===== config.mk =====
export PLATFORM = sky130hd
export DESIGN_NAME = regfile_wb_arbiter
export DESIGN_NICKNAME = d
export VERILOG_FILES = /design/src/rtl/regfile_wb_arbiter.sv
export SDC_FILE = /design/constraint.sdc
export NUM_CORES = 1
export LEC_CHECK = 0
export ABC_AREA = 1
export ABC_CLOCK_PERIOD_IN_PS = 2740
export CAP_MARGIN = 20
export CORE_ASPECT_RATIO = 0.6
export CORE_MARGIN = 4
export CORE_UTILIZATION = 50
export DETAILED_ROUTE_END_ITERATION = 12
export GPL_TIMING_DRIVEN = 0
export PLACE_DENSITY = 0.78
export SLEW_MARGIN = 20
export SYNTH_ARGS = -nofsm -noshare
export SYNTH_HDL_FRONTEND = slang
export SYNTH_SLANG_ARGS = --single-unit

===== constraint.sdc =====
create_clock -name clk -period 2.74 [get_ports clk]
set_clock_uncertainty 0.05 [all_clocks]
set_input_delay 0.411 -clock clk [delete_from_list [all_inputs] [get_ports clk]]
set_output_delay 0.411 -clock clk [all_outputs]
set_load 0.02 [all_outputs]

===== src/rtl/regfile_wb_arbiter.sv =====
// Write-back arbiter for the 32x32 register file: buffers ALU and LSU results in
// per-source FIFOs and drives the single write port round-robin.

module regfile_wb_fifo #(
    parameter int unsigned DEPTH = 2,
    parameter int unsigned XLEN  = 32
) (
    input  logic            clk,
    input  logic            rst,
    input  logic            push_valid_i,
    input  logic [4:0]      push_rd_i,
    input  logic [XLEN-1:0] push_data_i,
    input  logic            pop_i,
    output logic            ready_o,
    output logic            not_empty_o,
    output logic [4:0]      head_rd_o,
    output logic [XLEN-1:0] head_data_o,
    output logic [31:0]     pend_o
);
    localparam int unsigned PW = (DEPTH > 1) ? $clog2(DEPTH) : 1;
    localparam int unsigned CW = $clog2(DEPTH + 1);

    typedef struct packed {
        logic [4:0]      rd;
        logic [XLEN-1:0] data;
    } wb_entry_t;

    wb_entry_t       mem_q [DEPTH];
    logic [DEPTH-1:0] vld_q, vld_d;
    logic [PW-1:0]   wr_ptr_q, wr_ptr_d;
    logic [PW-1:0]   rd_ptr_q, rd_ptr_d;
    logic [CW-1:0]   count_q, count_d;
    logic            enq, deq;

    assign ready_o     = (count_q != CW'(DEPTH));
    assign not_empty_o = (count_q != '0);
    assign head_rd_o   = mem_q[rd_ptr_q].rd;
    assign head_data_o = mem_q[rd_ptr_q].data;

    // Writes to x0 complete the handshake but are dropped here.
    assign enq = push_valid_i && ready_o && (push_rd_i != 5'd0);
    assign deq = pop_i && not_empty_o;

    always_comb begin
        vld_d    = vld_q;
        wr_ptr_d = wr_ptr_q;
        rd_ptr_d = rd_ptr_q;
        count_d  = count_q + CW'(enq) - CW'(deq);
        if (deq) begin
            vld_d[rd_ptr_q] = 1'b0;
            rd_ptr_d        = rd_ptr_q + PW'(1);
        end
        if (enq) begin
            vld_d[wr_ptr_q] = 1'b1;
            wr_ptr_d        = wr_ptr_q + PW'(1);
        end
    end

    always_ff @(posedge clk) begin
        if (rst) begin
            vld_q    <= '0;
            wr_ptr_q <= '0;
            rd_ptr_q <= '0;
            count_q  <= '0;
        end else begin
            vld_q    <= vld_d;
            wr_ptr_q <= wr_ptr_d;
            rd_ptr_q <= rd_ptr_d;
            count_q  <= count_d;
        end
    end

    // Payload storage needs no reset; validity is tracked in vld_q.
    always_ff @(posedge clk) begin
        if (enq) begin
            mem_q[wr_ptr_q] <= wb_entry_t'{rd: push_rd_i, data: push_data_i};
        end
    end

    always_comb begin
        pend_o = '0;
        for (int unsigned i = 0; i < DEPTH; i++) begin
            if (vld_q[i]) begin
                pend_o[mem_q[PW'(i)].rd] = 1'b1;
            end
        end
    end
endmodule

module regfile_wb_arbiter #(
    parameter int unsigned DEPTH = 2,
    parameter int unsigned XLEN  = 32
) (
    input  logic            clk,
    input  logic            rst,
    input  logic            alu_valid,
    input  logic [4:0]      alu_rd,
    input  logic [XLEN-1:0] alu_data,
    output logic            alu_ready,
    input  logic            lsu_valid,
    input  logic [4:0]      lsu_rd,
    input  logic [XLEN-1:0] lsu_data,
    output logic            lsu_ready,
    output logic            we3,
    output logic [4:0]      a3,
    output logic [XLEN-1:0] wd3,
    output logic [31:0]     pend_mask
);
    logic            alu_ne, lsu_ne;
    logic [4:0]      alu_head_rd, lsu_head_rd;
    logic [XLEN-1:0] alu_head_data, lsu_head_data;
    logic [31:0]     alu_pend, lsu_pend;
    logic            grant_alu, grant_lsu;

    logic            we3_q, we3_d;
    logic [4:0]      a3_q, a3_d;
    logic [XLEN-1:0] wd3_q, wd3_d;
    logic            last_lsu_q, last_lsu_d;

    regfile_wb_fifo #(.DEPTH(DEPTH), .XLEN(XLEN)) u_alu_fifo (
        .clk          (clk),
        .rst          (rst),
        .push_valid_i (alu_valid),
        .push_rd_i    (alu_rd),
        .push_data_i  (alu_data),
        .pop_i        (grant_alu),
        .ready_o      (alu_ready),
        .not_empty_o  (alu_ne),
        .head_rd_o    (alu_head_rd),
        .head_data_o  (alu_head_data),
        .pend_o       (alu_pend)
    );

    regfile_wb_fifo #(.DEPTH(DEPTH), .XLEN(XLEN)) u_lsu_fifo (
        .clk          (clk),
        .rst          (rst),
        .push_valid_i (lsu_valid),
        .push_rd_i    (lsu_rd),
        .push_data_i  (lsu_data),
        .pop_i        (grant_lsu),
        .ready_o      (lsu_ready),
        .not_empty_o  (lsu_ne),
        .head_rd_o    (lsu_head_rd),
        .head_data_o  (lsu_head_data),
        .pend_o       (lsu_pend)
    );

    // Round-robin: on a tie the source not granted last wins.
    always_comb begin
        grant_lsu  = lsu_ne && (!alu_ne || !last_lsu_q);
        grant_alu  = alu_ne && !grant_lsu;
        we3_d      = grant_alu || grant_lsu;
        a3_d       = a3_q;
        wd3_d      = wd3_q;
        last_lsu_d = last_lsu_q;
        if (grant_lsu) begin
            a3_d       = lsu_head_rd;
            wd3_d      = lsu_head_data;
            last_lsu_d = 1'b1;
        end else if (grant_alu) begin
            a3_d       = alu_head_rd;
            wd3_d      = alu_head_data;
            last_lsu_d = 1'b0;
        end
    end

    always_ff @(posedge clk) begin
        if (rst) begin
            we3_q      <= 1'b0;
            a3_q       <= '0;
            wd3_q      <= '0;
            last_lsu_q <= 1'b0;
        end else begin
            we3_q      <= we3_d;
            a3_q       <= a3_d;
            wd3_q      <= wd3_d;
            last_lsu_q <= last_lsu_d;
        end
    end

    assign we3 = we3_q;
    assign a3  = a3_q;
    assign wd3 = wd3_q;

    always_comb begin
        pend_mask = alu_pend | lsu_pend;
        if (we3_q) begin
            pend_mask[a3_q] = 1'b1;
        end
        pend_mask[0] = 1'b0;
    end
endmodule


Word level (Yosys, flattened, before mapping)

Memories as Yosys holds them, arrays and structs flattened. A register that Yosys moved wholly into a read port is not among the register bits.
Cells that the tools add are included.

Flip-flop bits (word level): 51
Memory bits (writable): 148
Bits of input ports: 78
Output and inout bits: 72
Logic and storage cells: 120
Memories: 2

$add $sub $neg: 8
$lt $le $gt $ge: 18
Equal/unequal tests: 2
Mux-type cells: 41
Bitwise gates (word level): 10
Reductions and logical operators: 27

Memory list:

| memory           | words | width | read ports | clocked after Yosys merged registers in | write ports | RTL line | text |
|---|---|---|---|---|---|---|---|
| u_alu_fifo.mem_q | 2     | 37    | 3          | 1                                       | 1           | 28       | `wb_entry_t mem_q [DEPTH];` |
| u_lsu_fifo.mem_q | 2     | 37    | 3          | 1                                       | 1           | 28       |  |

Operators by type and width:

| cell                                                               | count |
|---|---|
| two-way mux 32 bit                                                 | 7 |
| OR 32 bit                                                          | 4 |
| less-than comparator 5 x 6 -> 1 bit (second input constant)        | 5 |
| demux 1 bit (select 5 bit)                                         | 5 |
| greater-or-equal comparator 5 x 1 -> 1 bit (second input constant) | 5 |
| two-way mux 1 bit                                                  | 19 |
| logical AND 1 bit                                                  | 17 |
| two-way mux 5 bit                                                  | 2 |
| nonzero test 5 bit                                                 | 2 |
| less-than comparator 1 x 2 -> 1 bit (second input constant)        | 4 |
| two-way mux 2 bit                                                  | 4 |
| nonzero test 2 bit                                                 | 3 |
| adder 1 bit (second input constant)                                | 4 |
| adder 2 x 1 -> 2 bit                                               | 2 |
| AND 2 bit                                                          | 2 |
| demux 1 bit (select 1 bit)                                         | 4 |
| greater-or-equal comparator 1 bit (second input constant)          | 4 |
| inequality test 2 bit (second input constant)                      | 2 |
| NOT 2 bit                                                          | 2 |
| OR 2 bit                                                           | 2 |
| subtractor 2 x 1 -> 2 bit                                          | 2 |
| logical NOT 1 bit                                                  | 3 |
| logical OR 1 bit                                                   | 2 |

Depth between registers and ports, before layout

Gate-level depths: netlist of the first run.
An unclocked memory read counts as a cell.

Depth after elaboration: 11
Depth in mapped cells: 11
Depth with buffers taken out: 9

Cells and area by module

Synthesis of the first run repeated with hierarchy kept, for this count alone.

Cell total of the unflattened synthesis: 979
Area, all modules: 9501.6 µm²

Modules (own cells, without submodules):

| module                       | times used | cells an instance | area each (µm²) | sequential area each (µm²) |
|---|---|---|---|---|
| regfile_wb_fifo (u_lsu_fifo) | 1          | 269               | 3527.1          | 2362.3 |
| regfile_wb_fifo (u_alu_fifo) | 1          | 269               | 3504.6          | 2362.3 |
| regfile_wb_arbiter           | 1          | 441               | 2469.9          | 780.7 |

Least setup slack after synthesis of the first run

No wires, ideal clock.

Kind: flip-flop to flip-flop
Start point: register u_alu_fifo.count_q[0]
End point: memory u_alu_fifo.mem_q[0][0] (netlist name), enable pin
Library setup time: 0.392 ns
Data arrival time: 1.592 ns
Required time: 2.298 ns
Setup slack: 0.707 ns
Stages on the path, launching flop included: 5
Buffers on the path: 0
Clock period less this slack: 2.033 ns
Cells stage by stage: dfxtp_1 inv_1 a21boi_0 nand3_1 inv_1

Word-level cells in the longest chain between the ends: 5

RTL lines:

| item                                    | RTL line | text |
|---|---|---|
| start, declared                         | 32       | `logic [CW-1:0] count_q, count_d;` |
| start signal, assigned                  | 69       | `count_q <= count_d;` |
| inequality test 2 bit                   | 35       | `assign ready_o = (count_q != CW'(DEPTH));` |
| logical AND 1 bit (2 in a row)          | 41       | `assign enq = push_valid_i && ready_o && (push_rd_i != 5'd0);` |
| two-way mux 1 bit                       | 75       | `if (enq) begin` |
| two-way mux 1 bit (not written as such) | 76       | `mem_q[wr_ptr_q] <= wb_entry_t'{rd: push_rd_i, data: push_data_i};` |
| end, declared                           | 28       |  |

Every way passes these cells.

==> results of run 1 <==
## per-layer routing
layer / GRT usage [%] / vias to the layer above / share of wire [%]
met5: 0 / - / 0.11
met4: 3.998 / 4 / 1.5
met3: 7.610 / 54 / 14
met2: 37.46 / 545 / 40
met1: 43.99 / 3902 / 45
li1: - / 3802 / -
## stage by stage
step | hold WS, ns | setup slack, ns
global route | 0.4240 | -0.1534
global placement | 0.3948 | -0.2589
floorplan | 0.3890 | 0.7065
CTS | 0.4128 | -0.04745
detailed placement | 0.4011 | 0.04101
finish | 0.4039 | -0.09084
## cell type report
class | instances | area (um2) | share of cell area [%]
Buffer | 34 | 188.9 | 1.532
Clock buffer | 25 | 529.3 | 4.292
Clock inverter | 9 | 81.33 | 0.6596
Inverter | 85 | 321.6 | 2.608
Multi-Input combinational cell | 683 | 3492 | 28.32
Sequential cell | 201 | 5512 | 44.70
Tap cell | 234 | 292.8 | 2.374
Timing Repair Buffer | 192 | 1913 | 15.51
## where the power goes
group	leakage (nW)	internal, W	switching (W)
combinational	2.88	0.00165	0.00303
sequential	1.82	0.00394	0.000431
clock	0.302	0.00147	0.00112
total	5.00	0.00706	0.00458
## cells by family (layout without fill, tap and decap cells)
kind of cell             count (synthesis)  after routing
other                                    1              1
XOR/XNOR                                 2              2
adder cells (fa/ha/maj)                  4              4
buffers and inverters                  119            345
flip-flops                             201            201
AND/OR/NAND/NOR                        538            538
AO/OA/AOI/OAI                          138            138
## synthesized netlist by cell type (all sizes together) (16+ instances only)
cell type | instances | area share (%)
clkbuf | 16 | 0.66
nor3 | 37 | 2.2
buf | 18 | 1.4
inv | 85 | 3.5
nand2 | 233 | 9.7
nor2 | 171 | 7.2
edfxtp | 148 | 49
nand3 | 85 | 4.7
a21oi | 62 | 3.5
o21ai | 52 | 3.0
a21boi | 23 | 1.9
dfxtp | 53 | 12
## worst min path at each step
stage,startpoint,to
floorplan,u_alu_fifo.vld_q[1],u_alu_fifo.vld_q[1]
global placement,wd3[22],wd3[22]
detailed placement,wd3[25],wd3[25]
CTS,u_alu_fifo.vld_q[1],u_alu_fifo.vld_q[1]
global route,u_alu_fifo.vld_q[1],u_alu_fifo.vld_q[1]
finish,wd3[25],wd3[25]
## repair_timing
item,CTS,global route
pin swaps,6,2
buffers inserted,20,20
resized for setup,72,37
endpoints found under the setup margin,31,18
## worst max-delay path, cell delays in order (launching register included)
cell	delay [ns]
edfxtp_1	0.52
buf_4	0.20
nor3_2	0.31
a21oi_1	0.13
nand3_1	0.10
clkdlybuf4s50_1	0.62
## flip-flops by register name (all words and copies together), names as in the netlist, named ones only
register and flops:
u_lsu_fifo.count_q 2, u_lsu_fifo.rd_ptr_q 1, u_alu_fifo.wr_ptr_q 1, we3 1, a3 5, u_alu_fifo.vld_q 2
u_alu_fifo.mem_q 74, u_alu_fifo.rd_ptr_q 1, wd3 32, u_lsu_fifo.mem_q 74, last_lsu_q 1, u_lsu_fifo.vld_q 2
u_alu_fifo.count_q 2, u_lsu_fifo.wr_ptr_q 1
==> metrics.md, run 1 <==
| Metric | Value |
|---|---|
| Layout cells sized above 1 | between 10% and 20% |
| TNS Setup | -0.3350 ns |
| Register bit total from synthesis | approximately 200 |
| F_max | around 0.35 GHz |
| Crit. Startpoint | u_alu_fifo.mem_q[0][35] |
| Synth Flop Type | edfxtp_1 |
| Synth Area in Simple Gates | 24.58% |
| First-pass GRT wire length | 43,480 um |
| RR Startpoint | u_alu_fifo.count_q[1] |
| Root Buffer | clkbuf_16 |
| RSZ-0062 raised after global routing | true |
| Final setup fails | 7 |
| Synthesized area | about 9000 um2 |
| IO Count | 150 |
| Core ar. | between 15,000 and 20,000 um2 |
| Syn nets | 1,085 |
| Pwr per Cell Area | around 940 nW/um2 |
| Post-synth EDFFs | about 150 |
| Reg2Reg Depth | 11 |
| Critical Path End | pend_mask[22] |
| CP max FO | 6 |
| Cts bufs inserted | 19 |
| Post-synthesis adder-cell area fraction | less than 1% |
| Worst slew pin tran | around 0.75 ns |
| Gpl congestion | between 1 and 1.5 |
| Pwr Total | 0.01164 W |
| Sequential area share after synthesis | 60.58% |
| Synthesized instance count | about 1,000 |
| Final Util | between 70% and 80% |
| Cts hold-fix bufs | 0 |
| Largest family of logic cells by synthesized area | simple AND/OR/NAND/NOR gates |
| Status | complete, but fails checks |
| Row cnt | 37 |
| Drt pass-1 iters | 6 |
| Initial core utilization | 51.93% |
| Number of global-route vias before repair | 7,580 |
| Dpl cells | ~1,400 |
| Area growth syn-to-layout | 35.69% |
| CTS tree | done |
| Skew-Pair Late Insertion Delay | between 0.4 and 0.5 ns |
| Multiplexer share of the synthesized area | 0% |
| Crit path DAT | between 2 and 2.5 ns |
| CP Class | reg -> out |
| H-Tree Depth | 1 |
| Drt via density | about 5.7 |
| Die H | around 110 um |
| R2R setup slack | between 0.6 and 0.7 ns |
| Total grt overflow | 0 |
| # diodes | 0 |
| Most common cell after layout, fill and taps aside | nand2_1 |
| Hold Path Stages | 2 |
| Filler Cell Count | between 1,000 and 1,500 |
| Leakage power | around 5 nW |
| Detailed placer's ending HPWL | 20,720 um |
| Min-delay worst type | reg -> reg |
| DIE WIDTH | 182.0 um |
| All-Layer GR Usage | between 20% and 30% |
| Port bufs | approximately 150 |
| Sink Count | ~200 |
| CP startpoint kind | register |
| Violated checks | setup timing |
| DR DRC count | 0 |
| Max-cap violations | 0 |
| WP data required | 2.28 ns |
| Post-route insts no fill | around 1,500 |
| DP Area | ~11,000 um2 |
| Die area | around 20,000 um2 |
| Final Max Tran Viols | 0 |
| Starting DRT DRC Count | 1,177 |
| Asr flop ratio synth | 0% |
| Final period util | 103.3% |
| Clk buf depth | 3 |
| Synth Area in XOR/XNOR | 0.1928% |
| CP Capture Type | output port |
| Clock slew at reported path FFs | approximately 0.070 ns |
| Worst setup margin | -0.09084 ns |
| Detail Route Antenna Nets | 0 |
| Fin crit period | about 2.8 ns |
| Largest net degree at the start of global routing | 31 |
| Final instance area | about 12,000 um2 |
| Synth Warn # | 0 |
| Most frequent cells in the layout | nand2_1 (232), nor2_1 (168), edfxtp_1 (148) |
| Total routed wirelength | ~29,000 um |
| Syn Area/Cell | 9.060 um2 |
| DR WL/cell | 20.00 um |
| Final Hold Vio Count | 0 |
| Relative slew margins | approximately half |
| Initial antenna violation count | 2 |
| Final net count | ~1,300 |
| Unique masters post-synth | 28 |
| Worst reg2reg path endpoint | u_lsu_fifo.count_q[1] |
| Peak VDD IR | between 500 and 600 uV |
| Synth Area in Compound Gates | 8.468% |
| DR vias | between 8,000 and 9,000 |
No activity file was read; power rests on OpenSTA's default activity.
==> inputs of run 2 (changes only) <==
- CORE_MARGIN: 4 -> 2
- SLEW_MARGIN: 20 -> 0
==> metrics.md, run 2 (synthesis gave the netlist of run 1 again) <==
| Metric | Value |
|---|---|
| Filler Cell Count | 1,380 (+3.4%) |
| Critical path cell sequence | inv_1 -> nor3_2 -> a21oi_1 -> nand3_1 -> clkdlybuf4s50_1 |
| Sequential cell area | 5514 um2 (about the same) |
| IO Count | 150 (unchanged) |
| Dpl cells | 1,396 (+0.50%) |
| Min-delay worst type | reg -> reg |
| Final period util | 105.3% (+2.0 points) |
| Reg power frac | 38.2% (+0.7 points) |
| Worst setup margin | -0.1454 ns (-0.05451 ns) |
| DR DRC count | 0 (unchanged) |
| Final Hold Vio Count | 0 (unchanged) |
| Bufs and invs on worst path | 2 (unchanged) |
| Sw Pwr | 0.004532 W (-1.0%) |
| Starting DRT DRC Count | 1,004 (-15%) |
| CP Class | reg -> out |
| Final net count | 1,283 (-1.2%) |
| Sw frac | 39.71% (+0.37 points) |
| Max-cap violations | 0 (unchanged) |
| Peak VDD IR | 487.9 uV (-8.3%) |
| Most common cell after layout, fill and taps aside | nand2_1 |
| First-pass GRT wire length | 40,700 um (-6.4%) |
| WP data required | 2.28 ns (about the same) |
| All-Layer GR Usage | 28.53% (+1.2 points) |
| Largest net degree at the start of global routing | 38 (+23%) |
| Hold Path Stages | 2 (unchanged) |
| Die area | 19,300 um2 (-5.7%) |
| Final Max Tran Viols | 0 (unchanged) |
| Cts bufs inserted | 19 (unchanged) |
| Number of global-route vias before repair | 7,115 (-6.1%) |
| CTS tree | done |
| RSZ-0062 raised after global routing | true |
| Skew-Pair Late Insertion Delay | 0.49 ns (about the same) |
| Initial antenna violation count | 2 (unchanged) |
| Status | complete, but fails checks |
| Total grt overflow | 0 (unchanged) |
| Total routed wirelength | 28,000 um (-4.3%) |
| # diodes | 0 (unchanged) |
| Drt pass-1 iters | 5 (-1) |
| Clock slew at reported path FFs | 0.06 ns (about the same) |
| CP max FO | 6 (unchanged) |
| Root Buffer | clkbuf_16 |
| Detail Route Antenna Nets | 0 (unchanged) |
| Drt via density | 5.513 (-2.9%) |
| Detailed placer's ending HPWL | 20,070 um (-3.2%) |
| Most frequent cells in the layout | nand2_1 (232), nor2_1 (168), edfxtp_1 (148) |
| Worst slew pin tran | 0.8805 ns (+0.1323 ns) |
| Cts hold-fix bufs | 0 (unchanged) |
| Sink Count | 201 (unchanged) |
| H-Tree Depth | 1 (unchanged) |
| F_max | 0.3466 GHz (-1.9%) |
| RR Startpoint | u_alu_fifo.count_q[0] |
| DR vias | 8,016 (-3.5%) |
| Port bufs | 148 (unchanged) |
| DR WL/cell | 19.26 um (-3.7%) |
| Layout cells sized above 1 | 12.52% (-1.3 points) |
| R2R setup slack | 0.65 ns (-0.03 ns) |
| Reg2Reg Depth | 4 (-7) |
| Fin crit period | 2.885 ns (+0.05451 ns) |
| Pwr Total | 0.01141 W (-1.9%) |
| Core ar. | 17,920 um2 (+2.4%) |
| Multi-input gate area | 3466 um2 (-0.75%) |
| Hold_sp | wd3[29] |
| Final setup fails | 11 (+4) |
| Slowest-stage cell, CP | clkdlybuf4s50_1 |
| Leakage power | 4.960 nW (-0.81%) |
| Clk buf depth | 3 (unchanged) |
| Slowest stage delay, CP | 0.65 ns (+0.03 ns) |
| Relative slew margins | 41.21% (-8.9 points) |
| Row cnt | 38 (+2.7%) |
| TNS Setup | -0.9586 ns (-0.6236 ns) |
| Post-route insts no fill | 1,454 (-0.62%) |
| CP delay by family, top | buffers and inverters |
| CP startpoint kind | register |
| Clk pwr share | 21.7% (-0.6 points) |
| Gpl congestion | 0.9917 (-2.6%) |
| Crit path DAT | 2.42 ns (+0.05 ns) |
| Pwr per Cell Area | 941.1 nW/um2 (-0.31%) |
| Initial core utilization | 50.70% (-1.2 points) |
| Worst reg2reg path endpoint | u_alu_fifo.mem_q[0][24] |
| Final Util | 67.66% (-2.8 points) |
| WHS Endpoint | wd3[29] |
| DP Area | 10,910 um2 (-0.55%) |
| DIE WIDTH | 178.0 um (-2.2%) |
| Internal power | 0.006882 W (-2.5%) |
| Power share of the combinational group | 40.1% (about the same) |
| Die H | 108.4 um (-3.6%) |
| Violated checks | setup timing |
| CP Capture Type | output port |
| Final instance area | 12,130 um2 (-1.6%) |
| Area growth syn-to-layout | 33.46% |
[run 2: cell types whose count changed in the layout (fill, tap and decap cells not counted), sizes merged, moves of 2 or more]
cell / delta
clkbuf: -2
clkinv: +5
dlygate4sd2: -10
clkdlybuf4s50: +3
dlymetal6s2s: +7
buf: -15
[run 2: worst max-delay path by stage]
stage,startpoint,end,slack [ns],depth (start not counted)
after floorplan,u_alu_fifo.count_q[0],u_alu_fifo.mem_q[0][0],0.71,4
after global placement,alu_valid,u_alu_fifo.mem_q[0][16],-0.30,4
after detailed placement,a3[1],pend_mask[26],0.08,7
after CTS,a3[2],pend_mask[5],-0.21,5
after global routing,u_alu_fifo.mem_q[0][36],pend_mask[30],-0.23,5
final,u_alu_fifo.mem_q[0][36],pend_mask[18],-0.15,5
[run 2: area by class of cell]
| class | instances | area share, % |
|---|---|---|
| Clock buffer | 23 | 4.220 |
| Tap cell | 240 | 2.476 |
| Timing Repair Buffer | 177 | 14.58 |
| Sequential cell | 201 | 45.47 |
| Buffer | 34 | 1.558 |
| Multi-Input combinational cell | 683 | 28.58 |
| Inverter | 85 | 2.631 |
| Clock inverter | 11 | 0.4952 |
[run 2: power groups by stage]
stage          clock network (W)  registers (W)  logic, W
2_1_floorplan                  0        0.00457   0.00231
3_3_place_gp                   0        0.00433   0.00424
3_5_place_dp                   0        0.00433   0.00430
4_1_cts                  0.00248        0.00430   0.00442
5_1_grt                  0.00262        0.00442   0.00498
6_report                 0.00248        0.00436   0.00458
[run 2: what timing repair did]
action / 4_1_cts / 5_1_grt
gates resized for setup: 40 / 69
setup endpoints to repair: 31 / 28
gates cloned: 0 / 0
buffers inserted: 8 / 16
pin swaps: 4 / 2
[run 2: through the flow]
step	setup slack (ns)	hold WS (ns)
after floorplan	0.7065	0.3890
after global routing	-0.2318	0.4179
after CTS	-0.2099	0.4083
final	-0.1454	0.4075
after detailed placement	0.08329	0.3888
after global placement	-0.2959	0.3885
[run 2: metal layers]
metal,wire length (um),track usage [%]
met1,13020,45.92
met2,10900,37.38
met3,3633,9.459
met4,437,4.098
met5,13,0
[run 2: worst reg2reg max path: stages, from the launching register on]
cell and delay, ns:
dfxtp_1 0.37, inv_1 0.10, a21boi_0 0.29, nand3_1 0.20, inv_2 0.68
==> inputs of run 3 (changes only) <==
- SLEW_MARGIN: 0 -> 30
==> metrics.md, run 3 (synthesis gave the netlist of run 1 again) <==
| Metric | Value |
|---|---|
| Violated checks | setup timing |
| Sw Pwr | 0.004548 W (+0.36%) |
| Sw frac | 39.48% (-0.23 points) |
| Fin crit period | 2.925 ns (+0.03927 ns) |
| Internal power | 0.006972 W (+1.3%) |
| First-pass GRT wire length | 41,570 um (+2.1%) |
| CP max FO | 6 (unchanged) |
| Initial antenna violation count | 2 (unchanged) |
| Pwr per Cell Area | 938.4 nW/um2 (-0.29%) |
| Clk pwr share | 21.4% (-0.3 points) |
| Layout cells sized above 1 | 12.69% (+0.17 points) |
| Final setup fails | 10 (-1) |
| All-Layer GR Usage | 29.22% (+0.69 points) |
| Cts bufs inserted | 19 (unchanged) |
| Max-cap violations | 0 (unchanged) |
| Final Max Tran Viols | 0 (unchanged) |
| DR WL/cell | 19.61 um (+1.8%) |
| Starting DRT DRC Count | 1,149 (+14%) |
| DR vias | 8,088 (+0.90%) |
| Port bufs | 148 (unchanged) |
| Filler Cell Count | 1,368 (-0.87%) |
| Row cnt | 38 (unchanged) |
| CP Capture Type | output port |
| CP Class | reg -> out |
| Die area | 19,300 um2 (unchanged) |
| Min-delay worst type | reg -> reg |
| Clk buf depth | 3 (unchanged) |
| Sequential cell area | 5512 um2 (about the same) |
| Die H | 108.4 um (unchanged) |
| Post-route insts no fill | 1,461 (+0.48%) |
| Final net count | 1,291 (+0.62%) |
| Sink Count | 201 (unchanged) |
| IO Count | 150 (unchanged) |
| Worst slew pin tran | 0.6664 ns (-0.2142 ns) |
| Leakage power | 5.050 nW (+1.8%) |
| Multi-input gate area | 3505 um2 (+1.1%) |
| Core ar. | 17,920 um2 (unchanged) |
| WP data required | 2.28 ns (about the same) |
| # diodes | 0 (unchanged) |
| Worst setup margin | -0.1846 ns (-0.03927 ns) |
| Root Buffer | clkbuf_16 |
| Final period util | 106.7% (+1.4 points) |
| Final instance area | 12,280 um2 (+1.2%) |
| Initial core utilization | 50.70% (unchanged) |
| Skew-Pair Late Insertion Delay | 0.48 ns (about the same) |
| Reg power frac | 37.8% (-0.4 points) |
| DR DRC count | 0 (unchanged) |
| Drt pass-1 iters | 6 (+1) |
| Clock slew at reported path FFs | 0.06 ns (about the same) |
| Area growth syn-to-layout | 35.10% |
| Hold Path Stages | 2 (unchanged) |
| Relative slew margins | 55.58% (+14 points) |
| Most common cell after layout, fill and taps aside | nand2_1 |
| Detail Route Antenna Nets | 0 (unchanged) |
| Most frequent cells in the layout | nand2_1 (232), nor2_1 (168), edfxtp_1 (148) |
| CTS tree | done |
| Final Hold Vio Count | 0 (unchanged) |
| Peak VDD IR | 669.5 uV (+37%) |
| Drt via density | 5.536 (+0.41%) |
| Total routed wirelength | 28,650 um (+2.3%) |
| Detailed placer's ending HPWL | 20,440 um (+1.8%) |
| Power share of the combinational group | 40.8% (+0.7 points) |
| Number of global-route vias before repair | 7,252 (+1.9%) |
| Total grt overflow | 0 (unchanged) |
| Gpl congestion | 0.9917 (unchanged) |
| Reg2Reg Depth | 11 (+7) |
| Cts hold-fix bufs | 0 (unchanged) |
| F_max | 0.3419 GHz (-1.3%) |
| CP startpoint kind | register |
| DP Area | 10,980 um2 (+0.71%) |
| H-Tree Depth | 1 (unchanged) |
| Largest net degree at the start of global routing | 30 (-21%) |
| Crit path DAT | 2.46 ns (+0.04 ns) |
| Dpl cells | 1,395 (-0.072%) |
| RSZ-0062 raised after global routing | true |
| DIE WIDTH | 178.0 um (unchanged) |
| Status | complete, but fails checks |
## run 3: critical path: stages, from the launching register on
cell and delay (ns):
edfxtp_1 0.55, inv_1 0.26, nor3_4 0.28, nand2_1 0.12, nand4_1 0.15, clkdlybuf4s50_1 0.62
## run 3: repair_timing
| action | CTS | global route |
|---|---|---|
| gates resized for setup | 30 | 74 |
| buffers inserted | 15 | 18 |
| pin swaps | 6 | 0 |
| cloned | 0 | 0 |
| setup endpoints to repair | 31 | 29 |
## run 3: power by group through the flow
stage / Sequential, W / Combinational [W] / Clock (W)
3_3_place_gp: 0.00433 / 0.00424 / 0
6_report: 0.00435 / 0.00470 / 0.00247
3_5_place_dp: 0.00433 / 0.00437 / 0
5_1_grt: 0.00441 / 0.00509 / 0.00261
2_1_floorplan: 0.00457 / 0.00231 / 0
4_1_cts: 0.00430 / 0.00449 / 0.00249
## run 3: per-layer routing
metal	global-route usage, %	share of wire, %
met5	0	0.045
met4	4.977	1.6
met3	9.494	14
met2	38.23	39
met1	46.90	46
## run 3: worst paths after layout
check                                        startpoint                    end  slack (ns)
worst max register to register               last_lsu_q  u_lsu_fifo.count_q[1]        0.66
worst min-delay path                            wd3[18]                wd3[18]        0.41
worst max-delay path            u_alu_fifo.mem_q[1][35]           pend_mask[8]       -0.18
worst min register to register                  wd3[18]                wd3[18]        0.41
## run 3: cell type report
type | instances | area share (%)
clock inverters | 7 | 0.5198
multi-input cells | 683 | 28.55
repair buffers | 185 | 15.35
plain buffers | 34 | 1.539
inverters | 85 | 2.619
flip-flops and latches | 201 | 44.89
well taps | 240 | 2.446
clock buffers | 26 | 4.087
## run 3: metrics by stage
step	setup WS (ns)	setup TNS [ns]	util [%]	hold WS (ns)	power, W
global placement	-0.2959	-36.13	60.64	0.3885	0.008570
detailed placement	0.07650	0	61.28	0.3907	0.008698
global route	-0.2103	-1.757	68.49	0.4243	0.01211
finish	-0.1846	-1.244	68.49	0.4085	0.01152
floorplan	0.7065	0	-	0.3890	0.006876
CTS	-0.2085	-3.202	66.03	0.4077	0.01128
